[src/rtl/sqw_pkg.sv]
// Shared types and constants for the square-wave measurement block.
// The optional glitch filter is selected with SQW_GLITCH_FILTER_EN.
package sqw_pkg;

    localparam int SQW_WIDTH_DEFAULT = 32;
    localparam int SQW_SYNC_MIN      = 2;

    typedef enum logic [1:0] {
        ST_HUNT = 2'd0,
        ST_HIGH = 2'd1,
        ST_LOW  = 2'd2
    } sqw_state_t;

    // Bits needed to hold the values 0 .. n-1 (at least one bit).
    function automatic int sqw_cnt_bits(input int unsigned n);
        return (n <= 2) ? 1 : $clog2(n);
    endfunction

endpackage

[src/rtl/square_wave_meas_if.sv]
// Control and result signals of square_wave_meas.
// The slave modport is the measurement block; the master modport is its user.
interface square_wave_meas_if
    import sqw_pkg::*;
#(
    parameter int WIDTH = SQW_WIDTH_DEFAULT
);

    logic             enable;
    logic             sig_in;
    logic [WIDTH-1:0] period_out;
    logic [WIDTH-1:0] high_out;
    logic             meas_valid;
    logic             no_signal;

    modport master (
        output enable,
        output sig_in,
        input  period_out,
        input  high_out,
        input  meas_valid,
        input  no_signal
    );

    modport slave (
        input  enable,
        input  sig_in,
        output period_out,
        output high_out,
        output meas_valid,
        output no_signal
    );

endinterface

[src/rtl/sqw_edge_detect.sv]
// Synchronizer, optional glitch filter (SQW_GLITCH_FILTER_EN) and edge detector
// for an asynchronous level input.
module sqw_edge_detect
    import sqw_pkg::*;
#(
    parameter int SYNC_STAGES   = 2,
    parameter int GLITCH_CYCLES = 4
) (
    input  logic clk,
    input  logic reset,
    input  logic sig,
    output logic rise,
    output logic fall
);

    if (SYNC_STAGES < SQW_SYNC_MIN || GLITCH_CYCLES < 1) begin : g_param_check
        $error("sqw_edge_detect: SYNC_STAGES must be >= 2 and GLITCH_CYCLES >= 1");
    end

    logic [SYNC_STAGES-1:0] sync_q;
    logic                   sync_level;
    logic                   cur;
    logic                   prev;

    always_ff @(posedge clk or posedge reset) begin
        if (reset) begin
            sync_q <= '0;
        end else begin
            sync_q <= {sync_q[SYNC_STAGES-2:0], sig};
        end
    end

    assign sync_level = sync_q[SYNC_STAGES-1];

`ifdef SQW_GLITCH_FILTER_EN
    localparam int GW = sqw_cnt_bits(GLITCH_CYCLES);
    localparam logic [GW-1:0] HOLD_TC = GW'(GLITCH_CYCLES - 1);

    logic [GW-1:0] hold_cnt;
    logic          filt_q;

    // Down-counter reloads whenever the input agrees with the filtered level,
    // so the level only moves after GLITCH_CYCLES consecutive disagreeing cycles.
    always_ff @(posedge clk or posedge reset) begin
        if (reset) begin
            filt_q   <= 1'b0;
            hold_cnt <= HOLD_TC;
        end else if (sync_level == filt_q) begin
            hold_cnt <= HOLD_TC;
        end else if (hold_cnt == '0) begin
            filt_q   <= sync_level;
            hold_cnt <= HOLD_TC;
        end else begin
            hold_cnt <= hold_cnt - 1'b1;
        end
    end

    assign cur = filt_q;
`else
    assign cur = sync_level;
`endif

    always_ff @(posedge clk or posedge reset) begin
        if (reset) begin
            prev <= 1'b0;
        end else begin
            prev <= cur;
        end
    end

    assign rise = cur & ~prev;
    assign fall = ~cur & prev;

endmodule

[src/rtl/square_wave_meas.sv]
// Square-wave period / high-time meter with loss-of-signal timeout.
// Build option SQW_GLITCH_FILTER_EN enables the input glitch filter.
//
//  state   | meaning
//  --------+------------------------------------------------------------
//  ST_HUNT | waiting for a rise to start a measurement (falls ignored)
//  ST_HIGH | input high, waiting for the fall that latches the high time
//  ST_LOW  | input low, waiting for the rise that publishes the result
module square_wave_meas
    import sqw_pkg::*;
#(
    parameter int WIDTH          = SQW_WIDTH_DEFAULT,
    parameter int SYNC_STAGES    = 2,
    parameter int TIMEOUT_CYCLES = 1_000_000,
    parameter int GLITCH_CYCLES  = 4
) (
    input logic                clk,
    input logic                reset,
    square_wave_meas_if.slave  bus
);

    localparam int               IW         = sqw_cnt_bits(TIMEOUT_CYCLES);
    localparam logic [WIDTH-1:0] CNT_MAX    = '1;
    localparam logic [IW-1:0]    IDLE_MAX   = '1;
    localparam logic [IW-1:0]    TIMEOUT_TC = IW'(TIMEOUT_CYCLES - 1);

    logic             rise;
    logic             fall;
    logic             timeout;
    sqw_state_t       state;
    logic [WIDTH-1:0] cnt;
    logic [WIDTH-1:0] hi_lat;
    logic [IW-1:0]    idle_cnt;

    sqw_edge_detect #(
        .SYNC_STAGES   (SYNC_STAGES),
        .GLITCH_CYCLES (GLITCH_CYCLES)
    ) u_edge (
        .clk   (clk),
        .reset (reset),
        .sig   (bus.sig_in),
        .rise  (rise),
        .fall  (fall)
    );

    // An edge in the same cycle always beats the timeout.
    assign timeout = bus.enable && !rise && !fall && (idle_cnt == TIMEOUT_TC);

    always_ff @(posedge clk or posedge reset) begin
        if (reset) begin
            cnt <= '0;
        end else if (rise) begin
            cnt <= WIDTH'(1);
        end else if (cnt != CNT_MAX) begin
            cnt <= cnt + 1'b1;
        end
    end

    // Idle time is measured only while enabled, so a re-enable restarts it.
    always_ff @(posedge clk or posedge reset) begin
        if (reset) begin
            idle_cnt <= '0;
        end else if (!bus.enable || rise || fall) begin
            idle_cnt <= '0;
        end else if (idle_cnt != IDLE_MAX) begin
            idle_cnt <= idle_cnt + 1'b1;
        end
    end

    always_ff @(posedge clk or posedge reset) begin
        if (reset) begin
            state          <= ST_HUNT;
            hi_lat         <= '0;
            bus.period_out <= '0;
            bus.high_out   <= '0;
            bus.meas_valid <= 1'b0;
            bus.no_signal  <= 1'b0;
        end else begin
            bus.meas_valid <= 1'b0;
            if (!bus.enable) begin
                state <= ST_HUNT;
            end else if (timeout) begin
                state          <= ST_HUNT;
                bus.no_signal  <= 1'b1;
                bus.period_out <= '0;
                bus.high_out   <= '0;
            end else begin
                case (state)
                    ST_HUNT: begin
                        if (rise) begin
                            state <= ST_HIGH;
                        end
                    end
                    ST_HIGH: begin
                        if (fall) begin
                            hi_lat <= cnt;
                            state  <= ST_LOW;
                        end else if (rise) begin
                            state <= ST_HUNT;
                        end
                    end
                    ST_LOW: begin
                        if (rise) begin
                            bus.period_out <= cnt;
                            bus.high_out   <= hi_lat;
                            bus.meas_valid <= 1'b1;
                            bus.no_signal  <= 1'b0;
                            state          <= ST_HIGH;
                        end else if (fall) begin
                            state <= ST_HUNT;
                        end
                    end
                    default: state <= ST_HUNT;
                endcase
            end
        end
    end

endmodule

[src/flat_wrapper.sv]
// flat-port wrapper written by rule: the top's interface ports become plain ports
module square_wave_meas_flat import sqw_pkg::*;
#(
    parameter int WIDTH          = SQW_WIDTH_DEFAULT,
    parameter int SYNC_STAGES    = 2,
    parameter int TIMEOUT_CYCLES = 1_000_000,
    parameter int GLITCH_CYCLES  = 4
)
  (clk, reset, bus_enable, bus_sig_in, bus_period_out, bus_high_out, bus_meas_valid, bus_no_signal);
  square_wave_meas_if #(.WIDTH(WIDTH)) bus_i ();
  input logic clk;
  input logic reset;
  input wire logic [$bits(bus_i.enable)-1:0] bus_enable;
  input wire logic [$bits(bus_i.sig_in)-1:0] bus_sig_in;
  output wire logic [$bits(bus_i.period_out)-1:0] bus_period_out;
  output wire logic [$bits(bus_i.high_out)-1:0] bus_high_out;
  output wire logic [$bits(bus_i.meas_valid)-1:0] bus_meas_valid;
  output wire logic [$bits(bus_i.no_signal)-1:0] bus_no_signal;
  assign bus_i.enable = bus_enable;
  assign bus_i.sig_in = bus_sig_in;
  assign bus_period_out = bus_i.period_out;
  assign bus_high_out = bus_i.high_out;
  assign bus_meas_valid = bus_i.meas_valid;
  assign bus_no_signal = bus_i.no_signal;
  square_wave_meas #(.WIDTH(WIDTH), .SYNC_STAGES(SYNC_STAGES), .TIMEOUT_CYCLES(TIMEOUT_CYCLES), .GLITCH_CYCLES(GLITCH_CYCLES)) u_core (.clk(clk), .reset(reset), .bus(bus_i));
endmodule
[config.mk]
export PLATFORM = sky130hd
export DESIGN_NAME = square_wave_meas_flat
export DESIGN_NICKNAME = d
export VERILOG_FILES = /design/src/rtl/sqw_pkg.sv /design/src/rtl/square_wave_meas_if.sv /design/src/rtl/sqw_edge_detect.sv /design/src/rtl/square_wave_meas.sv /design/src/flat_wrapper.sv
export SDC_FILE = /design/constraint.sdc
export NUM_CORES = 1
export LEC_CHECK = 0
export CAP_MARGIN = 25
export CORE_ASPECT_RATIO = 1.2
export CORE_UTILIZATION = 51
export DETAILED_ROUTE_END_ITERATION = 7
export PLACE_DENSITY = 0.76
export SLEW_MARGIN = 0
export SYNTH_ARGS = -nofsm -noshare
export SYNTH_HDL_FRONTEND = slang
export SYNTH_SLANG_ARGS = --single-unit
[constraint.sdc]
create_clock -name clk -period 4.8 [get_ports clk]
set_input_delay 0.96 -clock clk [delete_from_list [all_inputs] [get_ports clk]]
set_output_delay 0.96 -clock clk [all_outputs]
set_load 0.1 [all_outputs]
==> flow_metrics.env <==
export IMPL_slowest_stage="clkdlybuf4s50_1"
export IMPL_synth_async_reset_ratio_pct=100
export IMPL_fp_coreArea_um2=12700
export IMPL_worstPathRequired_ns=5.10
export IMPL_gr_usage_all_layers_pct=22.2
export IMPL_fin_worst_skew_ns=0.00936
export IMPL_min_from="u_core.u_edge.sync_q[0]$_DFF_PP0_"
export IMPL_area_growth_pct=21.6
export IMPL_synth_warnings=0
export IMPL_switching_share_pct=22.0
export IMPL_outcome="finished, final reports clean"
export IMPL_synth_edf_count=0
export IMPL_synthesis_area_um2=6660
export IMPL_io_pins=70
export IMPL_synth_top_area_share_pct=58.3
export IMPL_cts_hold_buf=0
export IMPL_grt_pass1_vias=4837
export IMPL_finalNetCount=633
export IMPL_cts_resized_gates=0
export IMPL_numCtsBuffers=17
export IMPL_drc=0
export IMPL_max_freq_mhz=315
export IMPL_whs_endpoint="u_core.u_edge.sync_q[1]$_DFF_PP0_"
export IMPL_viasPerCell=6.00
export IMPL_fin_crit_sh_pct=66.0
export IMPL_clock_root_buffer="clkbuf_16"
export IMPL_ys_seq_elements=155
export IMPL_htree_levels=4
export IMPL_maxCapViolCount=0
export IMPL_crit_chain="clkdlybuf4s50_1 > nand3_1 > buf_4 > o41ai_1 > nand2_2 > buf_4 > a22o_1"
export IMPL_hp_class="reg -> reg"
export IMPL_max_stage_delay_ns=0.58
export IMPL_grt_max_degree=64
export IMPL_hold_viol_final=0
export IMPL_synthTopCellsByArea="dfrtp_1, a22o_1, mux2_2"
export IMPL_dieArea_um2=13500
export IMPL_synth_distinct_cells=55
export IMPL_cts_tree="yes"
export IMPL_reg2regPathDepth=7
export IMPL_layout_drive_gt1_share_pct=15.6
export IMPL_clockPowerShare_pct=48.7
export IMPL_die_h_um=127
export IMPL_postRouteAntennaNets=0
export IMPL_overflow=0
export IMPL_finalPower_uw=2970
export IMPL_power_leakage_uw=0.00350
export IMPL_cts_setup_buffers=0
export IMPL_start_util_pct=52.5
export IMPL_grt_pass1_wl_um=23600
export IMPL_clkLatencyLatePin_ns=0.42
export IMPL_vias=4814
export IMPL_worst_r2r_startpoint="u_core.u_edge.prev$_DFF_PP0_"
export IMPL_crit_path_start_kind="primary input"
export IMPL_num_antenna_cells=0
export IMPL_combPwrFrac_pct=4.8
export IMPL_instances_no_fill=803
export IMPL_worstReg2RegEnd="u_core.bus.period_out[25]$_DFFE_PP0P_"
export IMPL_ys_flop_type="dfrtp_1"
export IMPL_syn_inst=568
export IMPL_wire_per_inst_um=17.4
export IMPL_yosys_area_top_type="dfrtp_1"
export IMPL_crit_type="in -> reg"
export IMPL_place_port_buffers=69
export IMPL_period_minus_slack_ns=3.17
export IMPL_dp_final_hpwl_um=9000
export IMPL_cts_max_path_buffers=2
export IMPL_worstMarginPinSlew_ns=0.974
export IMPL_ys_seq_area_share_pct=58.3
export IMPL_cpMostUsedCell="buf_4"
export IMPL_antenna_found_initial=0
export IMPL_syn_mean_instance_area_um2=11.7
export IMPL_dr_pass1_iters=5
export IMPL_power_share_sequential_pct=46.5
export IMPL_ir_worst_vdd_v=0.000318
export IMPL_dp_cells=772
export IMPL_power_switching_uw=654
export IMPL_power_density_nw_per_um2=367
export IMPL_gp_congestion=0.823
export IMPL_crit_arrival_ns=3.47
export IMPL_grt_setup_unrepaired="no"
export IMPL_rows=45
export IMPL_setup_viol_count_final=0
export IMPL_die_w_um=106
export IMPL_clk_pin_slew_ns=0.06
export IMPL_drt_iter0_markers=218
export IMPL_slew_viol_final=0
export IMPL_p_int_uw=2320
export IMPL_r2r_slack_ns=1.80
export IMPL_finalSetupTns_ns=0
export IMPL_whs_path_depth=0
export IMPL_max_slew_margin_rel_pct=34.9
export IMPL_syn_nets=574
export IMPL_path_max_fanout=33
export IMPL_end_kind="register"
export IMPL_fin_hold_ws_ns=0.376
export IMPL_wl_um=14000
export IMPL_cts_sinks=155
-- cell usage after synthesis (all sizes together), types with 4 or more instances --
library cell / instances
nand2: 38
nor3: 9
and3: 7
dfrtp: 155
mux2: 31
nor4: 8
a22o: 64
or3: 20
or4: 7
buf: 13
a21oi: 27
clkbuf: 23
nor2: 38
inv: 8
o21ai: 20
xnor2: 18
o211ai: 4
nand3: 22
nand4: 13
-- critical path: cells and delay by family --
| family | cells | cell delay [ns] |
|---|---|---|
| buffers and inverters | 3 | 1.22 |
| and+or+nand+nor | 2 | 0.56 |
| AOI/OAI and AO/OA | 2 | 0.71 |
-- power groups by stage --
stage / clock network, uW / logic [uW] / registers, uW
finish: 1450 / 142 / 1380
global route: 1520 / 158 / 1390
CTS: 1470 / 145 / 1380
detailed placement: 0 / 144 / 1400
global placement: 0 / 138 / 1400
floorplan: 0 / 97.7 / 1410
-- how the worst max path moves through the flow --
stage	from	end	slack (ns)	depth (start not counted)
5_1_grt	bus_enable	u_core.bus.high_out[25]$_DFFE_PP0P_	1.47	7
3_5_place_dp	bus_enable	u_core.bus.high_out[27]$_DFFE_PP0P_	1.23	7
3_3_place_gp	bus_enable	u_core.bus.high_out[16]$_DFFE_PP0P_	1.33	7
4_1_cts	bus_enable	u_core.bus.period_out[19]$_DFFE_PP0P_	1.64	7
2_1_floorplan	reset	u_core.bus.high_out[0]$_DFFE_PP0P_	1.88	1
6_report	bus_enable	u_core.bus.period_out[25]$_DFFE_PP0P_	1.63	7
-- placed cells by master (no fill, tap or decap), types with 3 or more instances in the layout --
| master | instances |
|---|---|
| dfrtp_1 | 155 |
| clkdlybuf4s50_1 | 69 |
| a22o_1 | 62 |
| nor2_1 | 38 |
| nand2_1 | 37 |
| mux2_2 | 31 |
| a21oi_1 | 23 |
| nand3_1 | 22 |
| xnor2_1 | 18 |
| clkbuf_16 | 17 |
| o21ai_0 | 15 |
| or3_1 | 13 |
| nand4_1 | 13 |
| nor3_1 | 8 |
| inv_1 | 7 |
| or3_2 | 7 |
| nor4_1 | 7 |
| and3_1 | 5 |
| bufinv_16 | 5 |
| buf_4 | 5 |
| a21oi_2 | 4 |
| or4_2 | 4 |
| o211ai_1 | 4 |
| clkinv_2 | 4 |
| nand2b_1 | 3 |
| or4_1 | 3 |
| o21ai_2 | 3 |
| xor2_1 | 3 |
| a31oi_1 | 3 |
| and2_1 | 3 |
| nor4b_1 | 3 |
| a2111oi_0 | 3 |
-- per-stage QoR --
| stage | worst slack [ns] | area, um^2 | util [%] |
|---|---|---|---|
| 6_report | 1.63 | 8090 | 63.9 |
| 3_5_place_dp | 1.23 | 7450 | 58.8 |
| 2_1_floorplan | 1.88 | 6660 | - |
| 3_3_place_gp | 1.33 | 7430 | 58.7 |
| 5_1_grt | 1.47 | 8090 | 63.9 |
| 4_1_cts | 1.64 | 8090 | 63.9 |
-- per-layer routing --
metal  GRT usage [%]  up-vias  wire length, um
met1            28.1     2433             6030
met3            4.95       27              554
li1                -     2220                -
met5               0        -                0
met4            10.1        0              360
met2            36.6      134             7040
-- flip-flops by register name, summed over array words and instances, names as in the netlist, 2 cells and up --
name                   flops
u_core.state               2
u_core.idle_cnt           20
u_core.hi_lat             32
u_core.u_edge.sync_q       2
u_core.cnt                32
u_core.bus.high_out       32
u_core.bus.period_out     32
-- cell families after synthesis --
group | share of synthesized area, %
muxes | 5.39
AOI/OAI and AO/OA | 15.8
DFF | 58.3
and+or+nand+nor | 14.1
xor gates and xnor gates | 2.76
buffers and inverters | 3.23
adders and majority gates | 0.376
-- area by class of cell --
cell class,count,area (um^2)
Sequential cell,155,3880
Inverter,8,33.8
Fill cell,970,4580
Multi-Input combinational cell,369,2570
Clock buffer,19,443
Tap cell,164,205
Timing Repair Buffer,76,768
Clock inverter,12,195
Note: power is estimated with default switching activity, not from simulation.
